==> config.mk <==
export PLATFORM = sky130hd
export DESIGN_NAME = cache_mem_arbiter
export DESIGN_NICKNAME = d
export VERILOG_FILES = /design/src/rtl/cache_arb_pkg.sv /design/src/rtl/cache_mem_arbiter_beat_counter.sv /design/src/rtl/cache_mem_arbiter.sv
export SDC_FILE = /design/constraint.sdc
export NUM_CORES = 1
export LEC_CHECK = 0
export CAP_MARGIN = 5
export CORE_MARGIN = 2
export CORE_UTILIZATION = 24
export CTS_CLUSTER_SIZE = 12
export DETAILED_ROUTE_END_ITERATION = 10
export GPL_TIMING_DRIVEN = 0
export PLACE_DENSITY_LB_ADDON = 0.1
export SLEW_MARGIN = 5
export SYNTH_ARGS = -nofsm -noshare
export SYNTH_HDL_FRONTEND = slang
export SYNTH_HIERARCHICAL = 1
export SYNTH_SLANG_ARGS = --single-unit
==> constraint.sdc <==
create_clock -name clk -period 2.2 [get_ports clk]
set_clock_uncertainty 0.15 [all_clocks]
set_input_delay 0.22 -clock clk [delete_from_list [all_inputs] [get_ports clk]]
set_output_delay 0.22 -clock clk [all_outputs]
set_load 0.05 [all_outputs]
==> src/rtl/cache_arb_pkg.sv <==
// -----------------------------------------------------------------------------
// cache_arb_pkg
// Shared types and constants for the cache main-memory arbiter.
//   arb_state_e : arbiter FSM state encoding
//   arb_side_e  : which client was served last (round-robin bookkeeping)
//   WORDS_PER_BLOCK_DEF : default number of beats per cache-block fill
//   cnt_width() : beat-counter width, never less than one bit
// -----------------------------------------------------------------------------
package cache_arb_pkg;

  typedef enum logic [1:0] {
    IDLE   = 2'b00,
    IFILL  = 2'b01,
    DFILL  = 2'b10,
    DWRITE = 2'b11
  } arb_state_e;

  typedef enum logic {
    SIDE_I = 1'b0,
    SIDE_D = 1'b1
  } arb_side_e;

  localparam int unsigned WORDS_PER_BLOCK_DEF = 8;

  function automatic int unsigned cnt_width(input int unsigned words);
    return (words > 1) ? $clog2(words) : 1;
  endfunction

endpackage

==> src/rtl/cache_mem_arbiter_beat_counter.sv <==
// -----------------------------------------------------------------------------
// arb_beat_counter
// Counts returned data beats of the fill in progress.
// Ports:
//   clk, rst : clock, synchronous active-high reset
//   clr_i    : return the count to zero (wins over inc_i)
//   inc_i    : advance the count by one
//   tc_o     : count currently equals WORDS_PER_BLOCK-1 (next beat is last)
// -----------------------------------------------------------------------------
module arb_beat_counter
  import cache_arb_pkg::*;
#(
  parameter int unsigned WORDS_PER_BLOCK = WORDS_PER_BLOCK_DEF
) (
  input  logic clk,
  input  logic rst,
  input  logic clr_i,
  input  logic inc_i,
  output logic tc_o
);

  localparam int unsigned CNT_W = cnt_width(WORDS_PER_BLOCK);
  localparam logic [CNT_W-1:0] LAST = CNT_W'(WORDS_PER_BLOCK - 1);

  logic [CNT_W-1:0] cnt_q;
  logic [CNT_W-1:0] cnt_d;

  always_comb begin
    cnt_d = cnt_q;
    if (clr_i) begin
      cnt_d = '0;
    end else if (inc_i) begin
      cnt_d = cnt_q + 1'b1;
    end
  end

  always_ff @(posedge clk) begin
    if (rst) begin
      cnt_q <= '0;
    end else begin
      cnt_q <= cnt_d;
    end
  end

  assign tc_o = (cnt_q == LAST);

endmodule

==> src/rtl/cache_mem_arbiter.sv <==
// -----------------------------------------------------------------------------
// cache_mem_arbiter
// Shares one multi-cycle main-memory port between the I-cache fill FSM and the
// D-cache side (fills and write-through stores). One owner at a time; a fill
// grant is held until all WORDS_PER_BLOCK beats have returned.
//
// Build option: define ARB_ROUND_ROBIN_EN to alternate between I and D when
// both request in the same IDLE cycle; otherwise D has fixed priority.
//
// Ports:
//   clk, rst                      : clock, synchronous active-high reset
//   i_req, i_addr, i_en           : I-side fill request, word address, strobe
//   d_req, d_wr, d_addr, d_en,
//   d_wdata                       : D-side request (wr=1 store, 0 fill)
//   i_gnt, d_gnt                  : ownership indications
//   i_data_valid, d_data_valid    : returned beat routed to the owner
//   rdata                         : mem_rdata passthrough
//   mem_addr, mem_en, mem_wr,
//   mem_wdata                     : memory request side
//   mem_rdata, mem_data_valid     : memory return side
// -----------------------------------------------------------------------------
module cache_mem_arbiter
  import cache_arb_pkg::*;
#(
  parameter int unsigned WORDS_PER_BLOCK = WORDS_PER_BLOCK_DEF,
  parameter int unsigned ADDR_W          = 16,
  parameter int unsigned DATA_W          = 16
) (
  input  logic              clk,
  input  logic              rst,
  input  logic              i_req,
  input  logic [ADDR_W-1:0] i_addr,
  input  logic              i_en,
  input  logic              d_req,
  input  logic              d_wr,
  input  logic [ADDR_W-1:0] d_addr,
  input  logic              d_en,
  input  logic [DATA_W-1:0] d_wdata,
  output logic              i_gnt,
  output logic              d_gnt,
  output logic              i_data_valid,
  output logic              d_data_valid,
  output logic [DATA_W-1:0] rdata,
  output logic [ADDR_W-1:0] mem_addr,
  output logic              mem_en,
  output logic              mem_wr,
  output logic [DATA_W-1:0] mem_wdata,
  input  logic [DATA_W-1:0] mem_rdata,
  input  logic              mem_data_valid
);

  arb_state_e state_q, state_d;
  arb_side_e  last_q, last_d;

  logic fill_active;
  logic beat_inc;
  logic beat_tc;
  logic beat_last;

  assign fill_active = (state_q == IFILL) || (state_q == DFILL);
  assign beat_inc    = mem_data_valid && fill_active;
  assign beat_last   = beat_inc && beat_tc;

  arb_beat_counter #(
    .WORDS_PER_BLOCK(WORDS_PER_BLOCK)
  ) u_beat_counter (
    .clk  (clk),
    .rst  (rst),
    .clr_i(beat_last),
    .inc_i(beat_inc),
    .tc_o (beat_tc)
  );

  // Next-state: arbitration only happens in IDLE; owning states ignore req.
  always_comb begin
    state_d = state_q;
    last_d  = last_q;
    case (state_q)
      IDLE: begin
`ifdef ARB_ROUND_ROBIN_EN
        // On contention the side served last yields.
        if (d_req && (!i_req || (last_q == SIDE_I))) begin
          state_d = d_wr ? DWRITE : DFILL;
        end else if (i_req) begin
          state_d = IFILL;
        end
`else
        if (d_req) begin
          state_d = d_wr ? DWRITE : DFILL;
        end else if (i_req) begin
          state_d = IFILL;
        end
`endif
        if (state_d == IFILL) begin
          last_d = SIDE_I;
        end else if (state_d != IDLE) begin
          last_d = SIDE_D;
        end
      end
      IFILL, DFILL: begin
        // Always return through IDLE, giving one bubble between grants.
        if (beat_last) begin
          state_d = IDLE;
        end
      end
      DWRITE: begin
        state_d = IDLE;
      end
      default: begin
        state_d = IDLE;
      end
    endcase
  end

  always_ff @(posedge clk) begin
    if (rst) begin
      state_q <= IDLE;
      last_q  <= SIDE_D;
    end else begin
      state_q <= state_d;
      last_q  <= last_d;
    end
  end

  // Memory-side mux: only the owner's controls ever reach memory.
  always_comb begin
    mem_addr  = '0;
    mem_en    = 1'b0;
    mem_wr    = 1'b0;
    mem_wdata = '0;
    case (state_q)
      IFILL: begin
        mem_addr = i_addr;
        mem_en   = i_en;
      end
      DFILL: begin
        mem_addr = d_addr;
        mem_en   = d_en;
      end
      DWRITE: begin
        mem_addr  = d_addr;
        mem_en    = 1'b1;
        mem_wr    = 1'b1;
        mem_wdata = d_wdata;
      end
      default: begin
        mem_addr  = '0;
      end
    endcase
  end

  assign i_gnt        = (state_q == IFILL);
  assign d_gnt        = (state_q == DFILL) || (state_q == DWRITE);
  assign i_data_valid = mem_data_valid && (state_q == IFILL);
  assign d_data_valid = mem_data_valid && (state_q == DFILL);
  assign rdata        = mem_rdata;

endmodule

==> results of run 1 <==
## worst min-delay path, delay by kind of cell, from the launching register on
family | cells | cell delay (ns)
flip-flops | 1 | 0.34
AO/OA/AOI/OAI | 2 | 0.15
## what timing repair did
item / in CTS / in global routing
gates resized for setup: 129 / 27
pin swaps: 0 / 3
endpoints found under the setup margin: 36 / 21
## sequential cells by signal (all words and copies together), names as in the netlist
name	cells
state_q	2
u_beat_counter/cnt_q	3
## cells in the mapped netlist, types with 2 or more instances
master	number
a22oi_1	7
a22oi_2	8
and2_1	19
buf_2	3
buf_4	17
dfxtp_1	5
ha_1	8
inv_1	3
mux2i_1	2
nor2_1	17
nor3_1	2
o21ai_0	3
## power groups by stage
stage / Sequential (mW) / Combinational, mW / Clock, mW
floorplan: 0.140 / 1.19 / 0
global placement: 0.145 / 1.62 / 0
detailed placement: 0.150 / 1.65 / 0
CTS: 0.152 / 1.60 / 0.108
global route: 0.161 / 1.71 / 0.114
finish: 0.156 / 1.61 / 0.103
## metal layers
layer | share of wire (%) | routed length (µm) | track usage [%] | vias up
met5 | 0 | 0 | 0 | -
met4 | 0.75 | 26 | 3.99 | 0
met3 | 8.7 | 301 | 2.99 | 2
met2 | 54 | 1860 | 31.9 | 67
met1 | 37 | 1270 | 15.8 | 497
li1 | - | - | - | 584
## worst paths after layout
path	start	endpoint	slack [ns]
worst min-delay path	state_q[1]	state_q[1]	0.38
worst max register to register	state_q[1]	state_q[1]	0.57
worst max-delay path	state_q[0]	mem_addr[7]	0.10
worst min register to register	state_q[1]	state_q[1]	0.38
## area by class of cell
cell class	instances	area [µm²]	area share, %
clock buffers	4	26.3	1.25
plain buffers	23	191	9.11
multi-input cells	78	667	31.7
inverters	3	11.3	0.536
well taps	46	57.6	2.74
repair buffers	109	1040	49.6
flip-flops and latches	5	105	5.00
## cell families (layout without fill, tap and decap cells)
| group | count (synthesis) | after routing | synth area share, % |
|---|---|---|---|
| simple gates | 44 | 44 | 27.1 |
| fa+ha+maj | 8 | 8 | 11.5 |
| mux | 2 | 2 | 2.29 |
| buf+inv | 26 | 139 | 21.6 |
| compound gates | 23 | 23 | 25.1 |
| xor+xnor | 1 | 1 | 1.00 |
| flops | 5 | 5 | 11.5 |
## metrics by stage
step	setup TNS (ns)	instance area [µm²]	instances	hold WS, ns
after floorplan	-0.0528	956	109	0.139
after global placement	-5.55	2100	264	0.369
after detailed placement	-6.85	2100	264	0.379
after CTS	0	2090	268	0.389
after global routing	0	2100	268	0.404
final	0	2100	268	0.384
## cells in the final DEF (no fill, tap or decap), types with 2 or more instances in the layout
cell / instances
nor2_4: 8
mux2i_1: 2
inv_1: 2
clkbuf_4: 7
and2_1: 19
buf_2: 9
ha_1: 8
o21ai_0: 3
a22oi_2: 8
dfxtp_1: 3
clkdlybuf4s50_1: 73
clkdlybuf4s15_2: 11
dlygate4sd2_1: 6
buf_4: 21
a22oi_1: 7
nor2_2: 9
nor3_1: 2
buf_6: 5
==> Flow_metrics.wiki, run 1 <==
{| class="wikitable"
! Metric !! Value
|-
| Crit path max-delay family || buffers and inverters
|-
| Post-detailed-route count of antenna-violating nets || 0
|-
| Least setup slack across all paths after layout || 0.101 ns
|-
| Post-synthesis register bit count || 5
|-
| Slew of the pin with the lowest slew margin || 0.517 ns
|-
| Number of DRC violations after detailed routing || 0
|-
| Pleak || 0.906 nW
|-
| Gate count of the mapped netlist || 109
|-
| R2R cell count || 5
|-
| Share of post-route cells with drive strength above 1 || 38.3%
|-
| Levels on crit path || 8
|-
| Global-route wire length before repair || 5220 µm
|-
| Clock-pin transition on the worst setup and hold timing paths || 0.04 ns
|-
| Fin crit period || 2.10 ns
|-
| Design Power || 1.87 mW
|-
| Unrepaired setup endpoints after global routing || no
|-
| Share of power burned in registers || 8.4%
|-
| Max Slew Vio Count || 0
|-
| Cell-by-cell listing of the critical path || inv_2, ha_1, or2_1, buf_6, buf_12, a22oi_2, nor2_4, buf_4
|-
| Arrival time at the worst endpoint || 1.73 ns
|-
| Layout overhead on the synthesized area || 141%
|-
| Vias after detailed routing || 1,150
|-
| Netlist area before placement || 873 µm²
|-
| Leading cell types by total area after synthesis || buf_4 (15%), and2_1 (14%), a22oi_2 (11%), dfxtp_1 (11%), ha_1 (11%)
|-
| Global-route total usage across every layer || 15.6%
|-
| Effective utilization at floorplan || 25.6%
|-
| Total clock buffers created by CTS || 3
|-
| Type of the worst setup path || reg -> out
|-
| Core area || 0.00342 mm²
|-
| Buffers on Ports || 109
|-
| Global route overflow || 0
|-
| Clock latency of the later-clocked register in the worst-skew pair || 0.24 ns
|-
| Per-cell via count in the routed design || 4.29
|-
| Via count of the first global-routing pass || 1,124
|-
| IR Drop Worst-Case VDD || 520 µV
|-
| Nature of the critical path startpoint || flip-flop
|-
| Required time of the critical path || 1.83 ns
|-
| Sum of buffers and inverters on the critical path || 4
|-
| Worst slack at placement || -0.360 ns
|-
| Final worst-path cycle share || 95.4%
|-
| Synth unique cells || 27
|-
| Part of the total power dissipated in the clock network || 5.5%
|-
| Final-report setup violation count || 0
|-
| Combinational share of power || 86.1%
|-
| Maximum number of pins on one net before global-route repair || 11
|-
| Rows || 21
|-
| Primary flip-flop cell chosen by synthesis mapping || dfxtp_1
|-
| Power spent charging and discharging nets || 1.08 mW
|-
| # IOs || 126
|-
| Internal power || 0.793 mW
|-
| Clock buffer depth || 2
|-
| Syn_area_per_cell || 8.01 µm²
|-
| Initial antenna violation count || 0
|-
| Detailed-routing iteration count for the pre-antenna-repair pass || 4
|-
| Peak per-stage delay on the critical path || 0.37 ns
|-
| Total Die Area || 0.00414 mm²
|-
| Filler Cell Count || 314
|-
| Number of cells on the worst hold path || 2
|-
| Tightest Hold Check Type || reg -> reg
|-
| Area share of the largest cell type after synthesis || 14.6%
|-
| Sequential cell area fraction in the yosys report || 11.5%
|-
| CTS tree || built
|-
| Number of violations reported at the end of detailed-routing iteration 0 || 18
|-
| Buffer type at the clock tree root || clkbuf_4
|-
| Number of antenna diodes || 0
|-
| Floorplan die width || 64.3 µm
|-
| Count of hold-fix buffers inserted at cts || 0
|-
| Clk sink count || 5
|-
| Net switching share of the total power || 57.6%
|-
| Maximum fanout encountered on the critical timing path || 10
|-
| Synth Net Count || 189
|-
| Buffers inserted during post-CTS setup optimization || 0
|-
| Level count of the clock H-tree || 1
|-
| Post-synth top area cell || buf_4
|-
| Worst relative slew slack || 65.4%
|-
| Final standard cell utilization of the core || 61.5%
|-
| Async set-reset flop share out of synthesis || 0%
|-
| Die extent in y || 64.3 µm
|-
| Worst-path cell with the longest stage delay || dfxtp_4
|-
| Result of the run || completed
|-
| Number of enable-type register cells in the synthesized netlist || 0
|-
| Pwr Density || 890 mW/mm²
|-
| Count of max-cap constraint violations || 0
|-
| Warnings, synthesis || 6
|-
| Average wire per standard cell || 12.9 µm
|-
| Net count of the finished layout || 303
|-
| Final HPWL DP || 3010 µm
|-
| Routed wire length || 3460 µm
|-
| Final count of hold timing violations || 0
|-
| Category of the worst setup path capture point || output pin
|-
| Last weighted congestion value of the routability-driven placer || 0.704
|-
| Upper clock frequency limit || 0.476 GHz
|}
No activity file was read; power rests on OpenSTA's default activity.
==> inputs of run 2 (changes only) <==
PLACE_DENSITY = 0.84   (was default)
PLACE_DENSITY_LB_ADDON = default   (was 0.1)
==> run 2 against run 1 <==
Routed wire length decreased by 3.8%. Critical path depth decreased by 2. Sequential share of layout area about the same. Non-clock buffer count unchanged. Clock power increased by 5%. Flip-flop and latch count unchanged. Highest routed layer is now met3. Via count increased by 2.2%. Register-to-register slack about the same. Largest power group unchanged. Critical endpoint is now mem_en.
==> Flow_metrics.wiki, run 2 (synthesis gave the netlist of run 1 again) <==
{| class="wikitable"
! Metric !! Value
|-
| Result of the run || completed
|-
| Worst slack at placement || -0.355 ns
|-
| Total area of multi-input combinational cells || 669 µm²
|-
| Level count of the clock H-tree || 1
|-
| Last weighted congestion value of the routability-driven placer || 0.709
|-
| Combinational share of power || 85.8%
|-
| Total Die Area || 0.00414 mm²
|-
| Flip-flop count of the largest register, all copies and words added || 3
|-
| Net count of the finished layout || 303
|-
| Buffer type at the clock tree root || clkbuf_4
|-
| Final worst-path cycle share || 95.3%
|-
| Final HPWL DP || 2800 µm
|-
| Filler Cell Count || 320
|-
| Floorplan die width || 64.3 µm
|-
| Vias after detailed routing || 1,175
|-
| Final non-filler cell area || 0.00209 mm²
|-
| Count of hold-fix buffers inserted at cts || 0
|-
| Slew of the pin with the lowest slew margin || 0.523 ns
|-
| Total clock buffers created by CTS || 3
|-
| Maximum fanout encountered on the critical timing path || 10
|-
| Required time of the critical path || 1.83 ns
|-
| Upper clock frequency limit || 0.477 GHz
|-
| Detailed-routing iteration count for the pre-antenna-repair pass || 3
|-
| Register with the highest flop count || u_beat_counter/cnt_q
|-
| Global-route wire length before repair || 5090 µm
|-
| Final-report setup violation count || 0
|-
| IR Drop Worst-Case VDD || 419 µV
|-
| Number of DRC violations after detailed routing || 0
|-
| Share of power burned in registers || 8.3%
|-
| Average wire per standard cell || 12.4 µm
|-
| Placed Instance Area || 0.00210 mm²
|-
| Pwr Density || 884 mW/mm²
|-
| Effective utilization at floorplan || 25.6%
|-
| Layout overhead on the synthesized area || 140%
|-
| # IOs || 126
|-
| Global-route total usage across every layer || 15.3%
|-
| Die extent in y || 64.3 µm
|-
| Fin crit period || 2.10 ns
|-
| Registers with the most flip-flops || u_beat_counter/cnt_q: 3 flops, state_q: 2 flops
|-
| Maximum number of pins on one net before global-route repair || 11
|-
| Number of antenna diodes || 0
|-
| Per-cell via count in the routed design || 4.38
|-
| Part of the total power dissipated in the clock network || 5.8%
|-
| Net switching share of the total power || 58.3%
|-
| Arrival time at the worst endpoint || 1.73 ns
|-
| Commonest cells after routing, fill and taps aside || clkdlybuf4s50_1 (73), buf_4 (23), and2_1 (19)
|-
| Clock latency of the later-clocked register in the worst-skew pair || 0.24 ns
|-
| Clock buffer depth || 2
|-
| Pleak || 0.902 nW
|-
| Count of max-cap constraint violations || 0
|-
| Via count of the first global-routing pass || 1,170
|-
| Type of the worst setup path || reg -> out
|-
| Worst relative slew slack || 65.0%
|-
| Design Power || 1.85 mW
|-
| Clock-pin transition on the worst setup and hold timing paths || 0.05 ns
|-
| Unrepaired setup endpoints after global routing || no
|-
| Core area || 0.00342 mm²
|-
| Rows || 21
|-
| Global route overflow || 0
|-
| Power spent charging and discharging nets || 1.08 mW
|-
| Clk sink count || 5
|-
| Flip-flop and latch area || 105 µm²
|-
| Final standard cell utilization of the core || 61.2%
|-
| Final count of hold timing violations || 0
|-
| Leading cell type in the layout, fill and taps excluded || clkdlybuf4s50_1
|-
| Number of violations reported at the end of detailed-routing iteration 0 || 23
|-
| Tightest Hold Check Type || reg -> reg
|-
| Max Slew Vio Count || 0
|-
| Least setup slack across all paths after layout || 0.103 ns
|-
| Post-detailed-route count of antenna-violating nets || 0
|-
| Category of the worst setup path capture point || output pin
|-
| CTS tree || built
|-
| Initial antenna violation count || 0
|-
| Buffers on Ports || 109
|-
| Share of post-route cells with drive strength above 1 || 38.7%
|-
| Routed wire length || 3330 µm
|-
| Nature of the critical path startpoint || flip-flop
|-
| Buffers inserted during post-CTS setup optimization || 0
|-
| Internal power || 0.771 mW
|}
==> run 2: cell count changes in the layout (fill, tap and decap cells not counted), sizes merged <==
cell / previous run / this run
buf: 36 / 38
clkbuf: 9 / 7
==> run 2: area by class of cell <==
| type | count | area share [%] |
|---|---|---|
| Timing Repair Buffer | 109 | 49.6 |
| Multi-Input combinational cell | 78 | 32.0 |
| Inverter | 3 | 0.538 |
| Clock buffer | 4 | 1.26 |
| Tap cell | 46 | 2.75 |
| Buffer | 23 | 8.85 |
| Sequential cell | 5 | 5.02 |
==> run 2: stage by stage <==
stage | std cells | hold WS [ns] | TNS [ns]
2_1_floorplan | 109 | 0.139 | -0.0528
3_3_place_gp | 264 | 0.368 | -5.83
3_5_place_dp | 264 | 0.370 | -5.85
4_1_cts | 268 | 0.381 | 0
5_1_grt | 268 | 0.414 | 0
6_report | 268 | 0.378 | 0
==> run 2: repair_timing <==
item | CTS | global route
pin swaps | 0 | 2
setup endpoints to repair | 36 | 30
gates resized for setup | 117 | 37
==> run 2: path summary, 6_finish.rpt <==
path                                start                       to  slack (ns)  cells after the start
hold / removal    u_beat_counter/cnt_q[1]  u_beat_counter/cnt_q[1]        0.38                      2
setup reg to reg               state_q[1]               state_q[1]        0.57                      5
hold reg to reg   u_beat_counter/cnt_q[1]  u_beat_counter/cnt_q[1]        0.38                      2
setup / recovery               state_q[1]                   mem_en        0.10                      6
==> run 2: critical path, stage by stage, from the launching register on <==
cell,delay (ns)
dfxtp_2,0.37
inv_1,0.07
ha_1,0.19
buf_2,0.20
buf_4,0.24
nor2_2,0.13
buf_2,0.27
==> run 2: routing by layer <==
metal | part of all wire [%] | vias to the layer above | track usage, %
met5 | 0 | - | 0
met4 | 0 | 0 | 2.13
met3 | 9.2 | 0 | 4.93
met2 | 54 | 57 | 30.6
met1 | 37 | 531 | 15.5
li1 | - | 587 | -
==> run 2: power by group through the flow <==
stage	Combinational (mW)	Clock, mW	Sequential [mW]
4_1_cts	1.58	0.114	0.148
3_5_place_dp	1.64	0	0.146
3_3_place_gp	1.63	0	0.146
6_report	1.59	0.108	0.154
5_1_grt	1.69	0.121	0.160
2_1_floorplan	1.19	0	0.140
==> inputs of run 3 (changes only) <==
CTS_CLUSTER_DIAMETER = 50   (was default)
==> results of run 3 <==
Same layout as run 2: the final DEF is identical, and so are final timing and power.
